$ cat src/rtl/aes_frame_rx.sv
// Receives 18-byte frames from a UART: 16 payload bytes followed by a two-byte terminator.
// Each good frame is presented as a 128-bit word that stays valid until accepted, tagged as key or plaintext.
module aes_frame_rx #(
   parameter int         TIMEOUT_CYC = 100000,
   parameter logic [7:0] TERM0       = 8'h0D,
   parameter logic [7:0] TERM1       = 8'h0A
) (
   input  logic         clk,
   input  logic         rst,
   input  logic [7:0]   rx_data,
   input  logic         rx_valid,
   input  logic         rx_error,
   input  logic         key_reload,
   input  logic         out_ready,
   output logic [127:0] out_data,
   output logic         out_valid,
   output logic         out_is_key,
   output logic         frame_err,
   output logic         overrun
);

   localparam int IW = $clog2(TIMEOUT_CYC + 1);
   localparam logic [IW-1:0] IDLE_MAX  = IW'(TIMEOUT_CYC);
   localparam logic [IW-1:0] IDLE_LAST = IW'(TIMEOUT_CYC - 1);

   typedef enum logic {
      ST_COLLECT = 1'b0,
      ST_RESYNC  = 1'b1
   } state_t;

   state_t         r_state;
   state_t         w_state_nxt;
   logic [4:0]     r_count;
   logic [4:0]     w_count_nxt;
   logic           r_t0_seen;
   logic           w_t0_seen_nxt;
   logic           w_frame_err_nxt;
   logic           w_complete;
   logic           w_shift;
   logic           w_timeout;
   logic [IW-1:0]  r_idle;
   logic [127:0]   r_payload;
   logic           r_key_flag;
   logic [127:0]   r_out_data;
   logic           r_out_valid;
   logic           r_out_is_key;
   logic           r_frame_err;
   logic           r_overrun;

   // The idle counter saturates, so a long idle stretch times out exactly once.
   assign w_timeout = !rx_valid && (r_idle == IDLE_LAST);

   // State, byte counter and resync terminator tracker
   always_ff @(posedge clk or posedge rst) begin
      if (rst) begin
         r_state   <= ST_COLLECT;
         r_count   <= 5'd0;
         r_t0_seen <= 1'b0;
      end else begin
         r_state   <= w_state_nxt;
         r_count   <= w_count_nxt;
         r_t0_seen <= w_t0_seen_nxt;
      end
   end

   // Next-state decode for frame collection and resynchronisation
   always_comb begin
      w_state_nxt     = r_state;
      w_count_nxt     = r_count;
      w_t0_seen_nxt   = r_t0_seen;
      w_frame_err_nxt = 1'b0;
      w_complete      = 1'b0;
      w_shift         = 1'b0;
      case (r_state)
         ST_COLLECT: begin
            w_t0_seen_nxt = 1'b0;
            if (rx_error) begin
               if (r_count != 5'd0) begin
                  w_frame_err_nxt = 1'b1;
                  w_count_nxt     = 5'd0;
                  w_state_nxt     = ST_RESYNC;
               end else begin
                  w_count_nxt = 5'd0;
               end
            end else if (rx_valid) begin
               if (r_count < 5'd16) begin
                  w_shift     = 1'b1;
                  w_count_nxt = r_count + 5'd1;
               end else if (r_count == 5'd16) begin
                  if (rx_data == TERM0) begin
                     w_count_nxt = 5'd17;
                  end else begin
                     w_frame_err_nxt = 1'b1;
                     w_count_nxt     = 5'd0;
                     w_state_nxt     = ST_RESYNC;
                  end
               end else begin
                  w_count_nxt = 5'd0;
                  if (rx_data == TERM1) begin
                     w_complete = 1'b1;
                  end else begin
                     // A stray TERM0 here may be the start of the resync pattern.
                     w_frame_err_nxt = 1'b1;
                     w_state_nxt     = ST_RESYNC;
                     w_t0_seen_nxt   = (rx_data == TERM0);
                  end
               end
            end else if (w_timeout && (r_count != 5'd0)) begin
               w_frame_err_nxt = 1'b1;
               w_count_nxt     = 5'd0;
            end else begin
               w_count_nxt = r_count;
            end
         end
         ST_RESYNC: begin
            w_count_nxt = 5'd0;
            if (rx_error) begin
               w_t0_seen_nxt = 1'b0;
            end else if (rx_valid) begin
               if (r_t0_seen && (rx_data == TERM1)) begin
                  w_state_nxt   = ST_COLLECT;
                  w_t0_seen_nxt = 1'b0;
               end else begin
                  w_t0_seen_nxt = (rx_data == TERM0);
               end
            end else if (w_timeout) begin
               w_state_nxt   = ST_COLLECT;
               w_t0_seen_nxt = 1'b0;
            end else begin
               w_t0_seen_nxt = r_t0_seen;
            end
         end
         default: begin
            w_state_nxt   = ST_COLLECT;
            w_count_nxt   = 5'd0;
            w_t0_seen_nxt = 1'b0;
         end
      endcase
   end

   // Payload shifting, idle timing, key flag and output handshake
   always_ff @(posedge clk or posedge rst) begin
      if (rst) begin
         r_idle       <= '0;
         r_payload    <= 128'd0;
         r_key_flag   <= 1'b1;
         r_out_data   <= 128'd0;
         r_out_valid  <= 1'b0;
         r_out_is_key <= 1'b0;
         r_frame_err  <= 1'b0;
         r_overrun    <= 1'b0;
      end else begin
         r_frame_err <= w_frame_err_nxt;
         r_overrun   <= 1'b0;
         if (w_shift) begin
            r_payload <= {r_payload[119:0], rx_data};
         end
         if (rx_valid) begin
            r_idle <= '0;
         end else if (r_idle != IDLE_MAX) begin
            r_idle <= r_idle + IW'(1);
         end
         if (w_complete && (!r_out_valid || out_ready)) begin
            r_out_data   <= r_payload;
            r_out_is_key <= r_key_flag || key_reload;
            r_out_valid  <= 1'b1;
            r_key_flag   <= 1'b0;
         end else begin
            // A dropped frame leaves the key flag armed for the next accepted one.
            if (w_complete) begin
               r_overrun <= 1'b1;
            end else if (r_out_valid && out_ready) begin
               r_out_valid <= 1'b0;
            end
            if (key_reload) begin
               r_key_flag <= 1'b1;
            end
         end
      end
   end

   assign out_data   = r_out_data;
   assign out_valid  = r_out_valid;
   assign out_is_key = r_out_is_key;
   assign frame_err  = r_frame_err;
   assign overrun    = r_overrun;

endmodule
$ cat config.mk
export PLATFORM = sky130hd
export DESIGN_NAME = aes_frame_rx
export DESIGN_NICKNAME = d
export VERILOG_FILES = /design/src/rtl/aes_frame_rx.sv
export SDC_FILE = /design/constraint.sdc
export NUM_CORES = 1
export LEC_CHECK = 0
export CORE_ASPECT_RATIO = 1.5
export CORE_MARGIN = 2
export CORE_UTILIZATION = 40
export DETAILED_ROUTE_END_ITERATION = 10
export GPL_ROUTABILITY_DRIVEN = 0
export PLACE_DENSITY = 0.58
export SETUP_SLACK_MARGIN = 0.1
export SYNTH_ARGS = -nofsm -noshare
export SYNTH_HDL_FRONTEND = slang
export SYNTH_SLANG_ARGS = --single-unit
$ cat constraint.sdc
create_clock -name clk -period 15.43 [get_ports clk]
set_input_delay 4.629 -clock clk [delete_from_list [all_inputs] [get_ports clk]]
set_output_delay 4.629 -clock clk [all_outputs]
set_load 0.02 [all_outputs]
# After elaboration in Yosys (flattened, before gate mapping)
# Index checks and enable logic that the tools add are counted.
# totals
reg_bits	285
out_inout_bits	132
# op_classes
n_mux	52
n_lt_le_gt_ge	1
reduce_logical	14
n_bitwise	1
addsub	2
n_eq_ne	8
# ops
op	n
1-bit 2-to-1 mux	41
17-bit 2-to-1 mux	2
5-bit 2-to-1 mux	6
17-bit by 1-bit adder with 17-bit output, second input constant	1
17-bit == test, second input constant	1
17-bit inequality test, second input constant	1
8-bit by 4-bit == test with 1-bit output, second input constant	2
5-bit case mux with 2 select lines	1
2-bit nonzero test	3
5-bit by 1-bit adder with 5-bit output, second input constant	1
5-bit == test, second input constant	1
1-bit logical AND	5
5-bit less-than comparator, second input constant	1
5-bit nonzero test	1
4-bit by 3-bit inequality test with 1-bit output, second input constant	1
4-bit inequality test, second input constant	1
1-bit case mux with 2 select lines	2
1-bit zero test	2
1-bit logical OR	2
2-bit by 1-bit inequality test with 1-bit output, second input constant	1
2-bit AND reduction	1
1-bit inverter	1

# Logic depth before layout (Yosys ltp)
# Gate-level depths: netlist (run 1).
# depth
word_depth	10
depth_mapped	11
depth_no_buf	7

# Worst setup path after synthesis (run 1)
# OpenSTA, ideal clock, no wires.
# synth_timing
path_kind	input to register
from	input rx_data[0]
to	register r_out_data[0] (netlist: out_data[0])
path_stages	7
t_arrival_ns	6.092
setup_ns	0.125
setup_slack_ns	9.213
path_cell_list	or3b_1 nor4_1 and3_1 buf_6 buf_12 buf_12 mux2_4
# synth_between
elab_chain_len	8
# synth_rtl
item	line	text
from (decl)	10	input logic [7:0] rx_data,
8-bit by 4-bit == test with 1-bit output	99	if (rx_data == TERM1) begin
1-bit 2-to-1 mux	99	
1-bit 2-to-1 mux	89	end else if (r_count == 5'd16) begin
1-bit 2-to-1 mux	86	if (r_count < 5'd16) begin
1-bit 2-to-1 mux	85	end else if (rx_valid) begin
1-bit 2-to-1 mux	77	if (rx_error) begin
1-bit 2-to-1 mux	74	case (r_state)
1-bit logical AND	163	if (w_complete && (!r_out_valid || out_ready)) begin
to (signal assigned)	164	r_out_data <= r_payload;
to (decl)	44	logic [127:0] r_out_data;
# No other way between the ends.
# A chain may end at the register's enable or synchronous reset.

# Worst setup path in the final report (run 1)
# layout_timing
from	input rx_valid
to	register r_out_data[71] (netlist: out_data[71])
# layout_between
elab_chain_len	4
# layout_rtl
item	line	text
from (decl)	11	input logic rx_valid,
1-bit 2-to-1 mux	85	
1-bit 2-to-1 mux	77	
1-bit 2-to-1 mux	74	
1-bit logical AND	163	
# No other way between the ends.

==> flow_summary.yaml, run 1 <==
route:
  ant_nets: 0
  remaining_drc_errors: 0
  dr.first_iter.drc_count: 356
  vias: 6177
  post_drt_wl_per_cell_um: 19.2
  post_drt_via_cell_ratio: 5.03
  postRouteWirelength_um: 23500
  first_pass_iters: 4
synth:
  synthesis.area_sq_mm: 0.0115
  netlist_instances: 707
  ys_seq_elements: 285
  synthTopCellsByArea: "dfrtp_1 62%, mux2_2 15%, mux2_4 13%"
  synth.most_common_cell: "dfrtp_1"
  ys_top_cells_by_count: "284 x dfrtp_1, 156 x mux2_2, 100 x mux2_4, 26 x nor2_1"
  syn-num-nets: 725
  yosysSeqAreaShare: 0.619
  synthArstFlopShare: 1.00
  synth_warnings: 0
  synth_top_area_frac: 0.616
  yosysTopAreaCell: "dfrtp_1"
  synthFlopType: "dfrtp_1"
  synth_edf_count: 0
  synth_cell_types: 43
  synth.avg_cell_area_sq_um: 16.3
clock_tree:
  cts.path.max_buffers: 3
  post_cts_buffers: 0
  cts_tree: "yes"
  cts-root-buf: "clkbuf_16"
  clk_latency_ns: 0.54
  htreeDepth: 1
  cts_sinks: 285
  numCtsBuffers: 29
  cts-resized-gates: 0
  holdBufCountCts: 0
  clk_pin_slew_ns: 0.06
floorplan:
  die_w_um: 143
  ios: 146
  dieHeight_um: 212
  core_area_sq_mm: 0.0285
  start_util: 0.404
  num_rows: 76
  die_area_sq_mm: 0.0302
global_route:
  grt_overflow: 0
  grt_pass1_vias: 6649
  grt_max_degree: 137
  antenna_found_initial: 0
  grt_util_all_layers: 0.158
  grt_pass1_wl_um: 37800
sta:
  fmax_ghz: 0.121
  fin_crit_sh: 0.538
  rsz0062_at_grt: "no"
  setup_viol: 0
  tightest_slew_ns: 0.964
  setup_tns_ns: 0
  final_max_slew_viol_count: 0
  fin_crit_ns: 8.30
  slew_headroom: 0.357
  hold_viol: 0
  fin_worst_skew_ns: 0.0105
worst_hold_path:
  hold_class: "flip-flop to flip-flop"
worst_setup_path:
  crit_type: "input pin to flip-flop"
  end_kind: "flip-flop"
  cp-start-kind: "input pin"
  cp.arrival_ns: 8.72
  cp.required_ns: 15.85
  path_max_fanout: 58
power_and_ir_drop:
  powerDensity_mw_per_mm2: 120
  ir_worst_vdd_uv: 83.5
  total_power_mw: 1.70
  p_leak_nw: 6.60
placement:
  numPortBuffers: 145
  hpwl_um: 15400
flow_run:
  cap_violations: 0
final_layout:
  fillCellCount: 2443
  area_delta_synth_final_pct: 22.8
  fin_util: 0.496
  diodes: 0
  drive_gt1_frac: 0.362
  fin_nets: 872
outcome:
  status: "finished, final reports clean"
==> path summary, 6_finish.rpt <==
path | startpoint | endpoint | slack, ns | cells past startpoint
worst max-delay path | rx_valid | out_data[71] | 7.13 | 6
worst min-delay path | r_payload[122] | out_data[122] | 0.50 | 1
worst max register to register | r_count[0] | out_data[71] | 11.25 | 9
worst min register to register | r_payload[122] | out_data[122] | 0.50 | 1
max in group asynchronous | rst | out_data[54] | 9.19 | 3
min in group asynchronous | rst | out_data[68] | 4.64 | 2
==> stage by stage <==
| step | hold slack, ns | cell area (sq um) | cells | worst slack (ns) |
|---|---|---|---|---|
| 2_1_floorplan | 0.477 | 11500 | 707 | 2.94 |
| 3_3_place_gp | 0.484 | 13100 | 1174 | 6.73 |
| 3_5_place_dp | 0.491 | 13100 | 1174 | 6.57 |
| 4_1_cts | 0.507 | 14200 | 1227 | 7.14 |
| 5_1_grt | 0.519 | 14200 | 1227 | 6.91 |
| 6_report | 0.504 | 14200 | 1227 | 7.13 |
==> cell usage in the layout, fill, tap and decap left out, types with 2 or more instances in the layout <==
cell type	instances
mux2_4	100
bufinv_16	5
nor3b_1	2
buf_4	6
clkbuf_8	4
clkinvlp_4	3
nand2b_1	5
inv_1	7
clkbuf_16	29
clkdlybuf4s50_1	145
nand2_1	12
nor4_1	5
mux2i_1	3
xor2_1	8
a31oi_1	5
mux2_2	156
or3b_1	2
xnor2_1	7
dfrtp_1	284
nor3_1	5
nor2_1	26
nand3_1	11
clkbuf_1	3
inv_8	2
o21ai_0	4
ha_1	4
clkinv_2	8
or3_1	2
nand4_1	2
and3_1	2
a21oi_1	3
==> state kept, by name, indices dropped and copies added, names as in the netlist <==
register and flops:
r_state 1, overrun 1, frame_err 1, r_count 5, out_valid 1, out_data 128
r_idle 17, r_t0_seen 1, r_payload 128, out_is_key 1, r_key_flag 1
==> layer usage <==
| layer | routed length, um | GRT usage | up-vias | share of wire |
|---|---|---|---|---|
| li1 | - | - | 2800 | - |
| met1 | 9690 | 0.199 | 3169 | 0.41 |
| met2 | 12100 | 0.275 | 176 | 0.51 |
| met3 | 1380 | 0.0373 | 32 | 0.059 |
| met4 | 352 | 0.0362 | 0 | 0.015 |
| met5 | 0 | 0 | - | 0 |
==> worst max-delay path: stages <==
cell and delay (ns):
clkdlybuf4s50_1 1.01, and3_1 0.38, and3_4 0.66, buf_4 0.82
buf_4 0.76, mux2_4 0.36
==> report_power, final <==
group	switching, mW	internal, mW	total (mW)
registers	0.0532	0.805	0.858
clock network	0.292	0.448	0.740
logic	0.0415	0.0561	0.0976
==> kinds of logic (layout without fill, tap and decap cells) <==
kind of cell    count (synthesis)  after routing  share of synthesized area
compound gates                 19             19                     0.0111
xor+xnor                       15             15                     0.0114
fa+ha+maj                       4              4                    0.00434
buf+inv                        43            212                     0.0324
flops                         285            285                      0.619
mux                           259            259                      0.285
simple gates                   82             82                     0.0371
==> final cells by class <==
type	instances	area [sq um]	area share
Clock inverter	17	224	0.0158
Multi-Input combinational cell	379	4040	0.285
Sequential cell	285	7130	0.504
Inverter	8	37.5	0.00265
Timing Repair Buffer	151	1500	0.106
Tap cell	351	439	0.0310
Clock buffer	36	792	0.0559
No activity file was read; power rests on OpenSTA's default activity.
==> inputs of run 2 (changes only) <==
==> constraint.sdc (replaced) <==
create_clock -name clk -period 7.65 [get_ports clk]
set_input_delay 2.295 -clock clk [delete_from_list [all_inputs] [get_ports clk]]
set_output_delay 2.295 -clock clk [all_outputs]
set_load 0.02 [all_outputs]
==> flow_summary.yaml, run 2 (synthesis gave the netlist of run 1 again) <==
sta:
  fmax_ghz: 0.206
  tightest_slew_ns: 0.981
  slew_headroom: 0.345
  fin_worst_skew_ns: 0.0148
  rsz0062_at_grt: "no"
  final_max_slew_viol_count: 0
  fin_crit_sh: 0.636
  setup_viol: 0
  setup_tns_ns: 0
  fin_crit_ns: 4.86
  hold_viol: 0
placement:
  hpwl_um: 15000
  place_inst: 1175
  numPortBuffers: 145
clock_tree:
  cts-root-buf: "clkbuf_16"
  holdBufCountCts: 0
  cts.path.max_buffers: 3
  post_cts_buffers: 0
  cts-resized-gates: 0
  cts_sinks: 285
  numCtsBuffers: 29
  clk_pin_slew_ns: 0.06
  clk_latency_ns: 0.54
  htreeDepth: 1
  cts_tree: "yes"
floorplan:
  die_w_um: 143
  dieHeight_um: 212
  ios: 146
  die_area_sq_mm: 0.0302
  start_util: 0.404
  core_area_sq_mm: 0.0285
  num_rows: 76
worst_setup_path:
  end_kind: "flip-flop"
  crit_type: "input pin to flip-flop"
  path_max_fanout: 40
  cp.required_ns: 8.07
  cp.arrival_ns: 5.28
  cp-start-kind: "input pin"
final_layout:
  fin_cells: 1226
  diodes: 0
  drive_gt1_frac: 0.355
  final_common_cell: "dfrtp_1"
  fin_nets: 873
  area_delta_synth_final_pct: 22.6
  final_cell_mix: "284 x dfrtp_1, 156 x mux2_2, 145 x clkdlybuf4s50_1"
  fillCellCount: 2402
route:
  post_drt_via_cell_ratio: 5.02
  ant_nets: 0
  post_drt_wl_per_cell_um: 19.0
  dr.first_iter.drc_count: 261
  first_pass_iters: 4
  remaining_drc_errors: 0
  postRouteWirelength_um: 23300
  vias: 6157
power_and_ir_drop:
  ir_worst_vdd_uv: 153
  p_leak_nw: 6.58
  powerDensity_mw_per_mm2: 235
flow_run:
  cap_violations: 0
global_route:
  antenna_found_initial: 0
  grt_util_all_layers: 0.157
  grt_pass1_wl_um: 37600
  grt_overflow: 0
  grt_max_degree: 150
  grt_pass1_vias: 6529
worst_hold_path:
  hold_class: "flip-flop to flip-flop"
outcome:
  status: "finished, final reports clean"
## run 2: worst max-delay path, stage by stage
cell and delay [ns]:
clkdlybuf4s50_1 0.99, and3_1 0.36, and3_4 0.58, buf_4 0.61
mux2_2 0.41
## run 2: worst paths after layout
check,from,endpoint,slack (ns),cells past startpoint
max,rx_valid,out_data[40],2.79,5
min,r_payload[126],out_data[126],0.50,1
max reg2reg,r_count[0],out_data[40],4.64,8
min reg2reg,r_payload[126],out_data[126],0.50,1
max in group asynchronous,rst,out_data[40],4.01,3
min in group asynchronous,rst,out_data[75],2.33,2
## run 2: layout make-up
cell class | instances | area, sq um | area share
Tap cell | 351 | 439 | 0.0311
Clock buffer | 43 | 838 | 0.0593
Clock inverter | 8 | 96.3 | 0.00682
Multi-Input combinational cell | 379 | 4040 | 0.286
Timing Repair Buffer | 152 | 1550 | 0.110
Inverter | 8 | 33.8 | 0.00239
Sequential cell | 285 | 7130 | 0.505
## run 2: stage by stage
step           power (mW)  area, sq um  setup slack, ns   util  hold WS [ns]
2_1_floorplan        1.87        11500             1.58      -         0.477
3_3_place_gp         1.95        13200             2.35  0.463         0.489
3_5_place_dp         1.97        13200             2.23  0.463         0.490
4_1_cts              3.38        14100             2.81  0.495         0.506
5_1_grt              3.47        14100             2.64  0.495         0.525
6_report             3.32        14100             2.79  0.495         0.502
## run 2: metal layers
layer	vias to the layer above	share of wire	track usage
li1	2789	-	-
met1	3188	0.41	0.198
met2	158	0.52	0.271
met3	22	0.055	0.0364
met4	0	0.015	0.0423
met5	-	0	0
## run 2: where the power goes
group / switching, mW / leakage (nW) / internal [mW]
Sequential: 0.110 / 3.92 / 1.62
Combinational: 0.0827 / 2.20 / 0.115
Clock: 0.570 / 0.459 / 0.821
==> inputs of run 3 (changes only) <==
--- a/config.mk
+++ b/config.mk
@@ -10,7 +10,7 @@
 export CORE_UTILIZATION = 40
 export DETAILED_ROUTE_END_ITERATION = 10
 export GPL_ROUTABILITY_DRIVEN = 0
-export PLACE_DENSITY = 0.58
+export PLACE_DENSITY = 0.6
 export SETUP_SLACK_MARGIN = 0.1
 export SYNTH_ARGS = -nofsm -noshare
 export SYNTH_HDL_FRONTEND = slang
==> constraint.sdc (replaced) <==
create_clock -name clk -period 4 [get_ports clk]
set_input_delay 1.2 -clock clk [delete_from_list [all_inputs] [get_ports clk]]
set_output_delay 1.2 -clock clk [all_outputs]
set_load 0.02 [all_outputs]
==> flow_summary.yaml, run 3 (synthesis gave the netlist of run 1 again) <==
clock_tree:
  cts_tree: "yes"
  htreeDepth: 1
  cts.path.max_buffers: 3
  post_cts_buffers: 0
  holdBufCountCts: 0
  cts_sinks: 285
  cts-root-buf: "clkbuf_16"
  cts-resized-gates: 0
  clk_pin_slew_ns: 0.06
  clk_latency_ns: 0.55
  numCtsBuffers: 27
route:
  remaining_drc_errors: 0
  first_pass_iters: 4
  dr.first_iter.drc_count: 199
  vias: 6071
  ant_nets: 0
  post_drt_wl_per_cell_um: 18.4
  postRouteWirelength_um: 22600
  post_drt_via_cell_ratio: 4.93
worst_setup_path:
  cp-start-kind: "input pin"
  critPathSlowestCell: "clkdlybuf4s50_1"
  cp.arrival_ns: 3.45
  cp_num_buf_inv: 2
  crit_chain: "clkdlybuf4s50_1 > nor4_1 > and3_1 > and3_4 > buf_12 > mux2_4"
  path_max_fanout: 44
  end_kind: "flip-flop"
  cp_top_family: "simple AND/OR/NAND/NOR gates"
  crit_start: "rx_data[4]"
  r2r_start: "r_count[0]"
  cp.required_ns: 4.42
  crit_type: "input pin to flip-flop"
  cp_slowest_stage_delay_ns: 0.42
power_and_ir_drop:
  swShare: 0.233
  comb_power_share: 0.062
  sequentialPowerShare: 0.533
  p_leak_nw: 6.60
  ir_worst_vdd_uv: 299
  pwr-share-clk: 0.404
  powerDensity_mw_per_mm2: 436
  switching_power_mw: 1.44
  total_power_mw: 6.20
  p_int_mw: 4.76
worst_hold_path:
  hold_class: "flip-flop to flip-flop"
  min-delay-start: "r_payload[124]"
floorplan:
  dieHeight_um: 212
  ios: 146
  die_area_sq_mm: 0.0302
  die_w_um: 143
  start_util: 0.404
  core_area_sq_mm: 0.0285
  num_rows: 76
sta:
  final_max_slew_viol_count: 0
  rsz0062_at_grt: "no"
  setup_viol: 0
  tightest_slew_ns: 0.619
  slew_headroom: 0.587
  fmax_ghz: 0.330
  fin_crit_sh: 0.757
  fin_crit_ns: 3.03
  fin_worst_skew_ns: 0.0133
  hold_viol: 0
final_layout:
  final_common_cell: "dfrtp_1"
  area_delta_synth_final_pct: 23.2
  diodes: 0
  drive_gt1_frac: 0.361
  fillCellCount: 2444
  final_cell_mix: "284 x dfrtp_1, 156 x mux2_2, 145 x clkdlybuf4s50_1"
  fin_nets: 878
  fin_cells: 1232
  fin_area_sq_mm: 0.0142
flow_run:
  cap_violations: 0
placement:
  hpwl_um: 15100
  place_area_sq_mm: 0.0133
  place_inst: 1182
  numPortBuffers: 145
global_route:
  grt_overflow: 0
  grt_pass1_vias: 6253
  antenna_found_initial: 0
  grt_util_all_layers: 0.154
  grt_pass1_wl_um: 36400
  grt_max_degree: 78
outcome:
  status: "finished, final reports clean"
[run 3: cell count changes in the layout (fill, tap and decap cells not counted), sizes merged]
cell	delta
clkbuf	-3
bufinv	-1
clkinvlp	+1
clkinv	+2
buf	+7
[run 3: area by class of cell]
type	count	area, sq um	share of cell area
tap	351	439	0.0309
timing repair buffer	159	1690	0.119
inverter	8	33.8	0.00238
sequential	285	7130	0.502
multi-input combinational	379	4040	0.284
clock buffer	40	785	0.0552
clock inverter	10	83.8	0.00590
[run 3: layer usage]
| metal | track usage | routed length, um | vias to the layer above |
|---|---|---|---|
| li1 | - | - | 2798 |
| met1 | 0.198 | 9590 | 3110 |
| met2 | 0.263 | 11600 | 134 |
| met3 | 0.0290 | 1000 | 29 |
| met4 | 0.0481 | 462 | 0 |
| met5 | 0 | 0 | - |
[run 3: final timing paths]
path | cells after the start | slack (ns) | to
max | 6 | 0.97 | out_data[105]
min | 1 | 0.50 | out_data[124]
max reg2reg | 8 | 1.48 | out_data[105]
min reg2reg | 1 | 0.50 | out_data[124]
max in group asynchronous | 4 | 2.07 | out_data[116]
min in group asynchronous | 2 | 1.08 | out_data[68]
[run 3: through the flow]
stage,TNS (ns),setup WS (ns),util,hold slack (ns)
after floorplan,-277.31,-0.976,-,0.477
after global placement,0,0.421,0.468,0.483
after detailed placement,0,0.401,0.468,0.492
after CTS,0,0.966,0.498,0.509
after global routing,0,0.844,0.498,0.514
final,0,0.972,0.498,0.499
[run 3: power groups by stage]
stage               clock network [mW]  registers (mW)  logic [mW]
floorplan                            0            3.26       0.325
global placement                     0            3.36       0.387
detailed placement                   0            3.36       0.394
CTS                               2.58            3.31       0.396
global route                      2.70            3.34       0.430
finish                            2.51            3.30       0.387
[run 3: worst register-to-register path, stage by stage, from the launching register on]
cell     delay (ns)
dfrtp_1        0.37
inv_1          0.08
ha_1           0.19
or3b_1         0.36
nand2_2        0.09
nor4_1         0.19
and3_4         0.39
buf_12         0.35
mux2_4         0.39
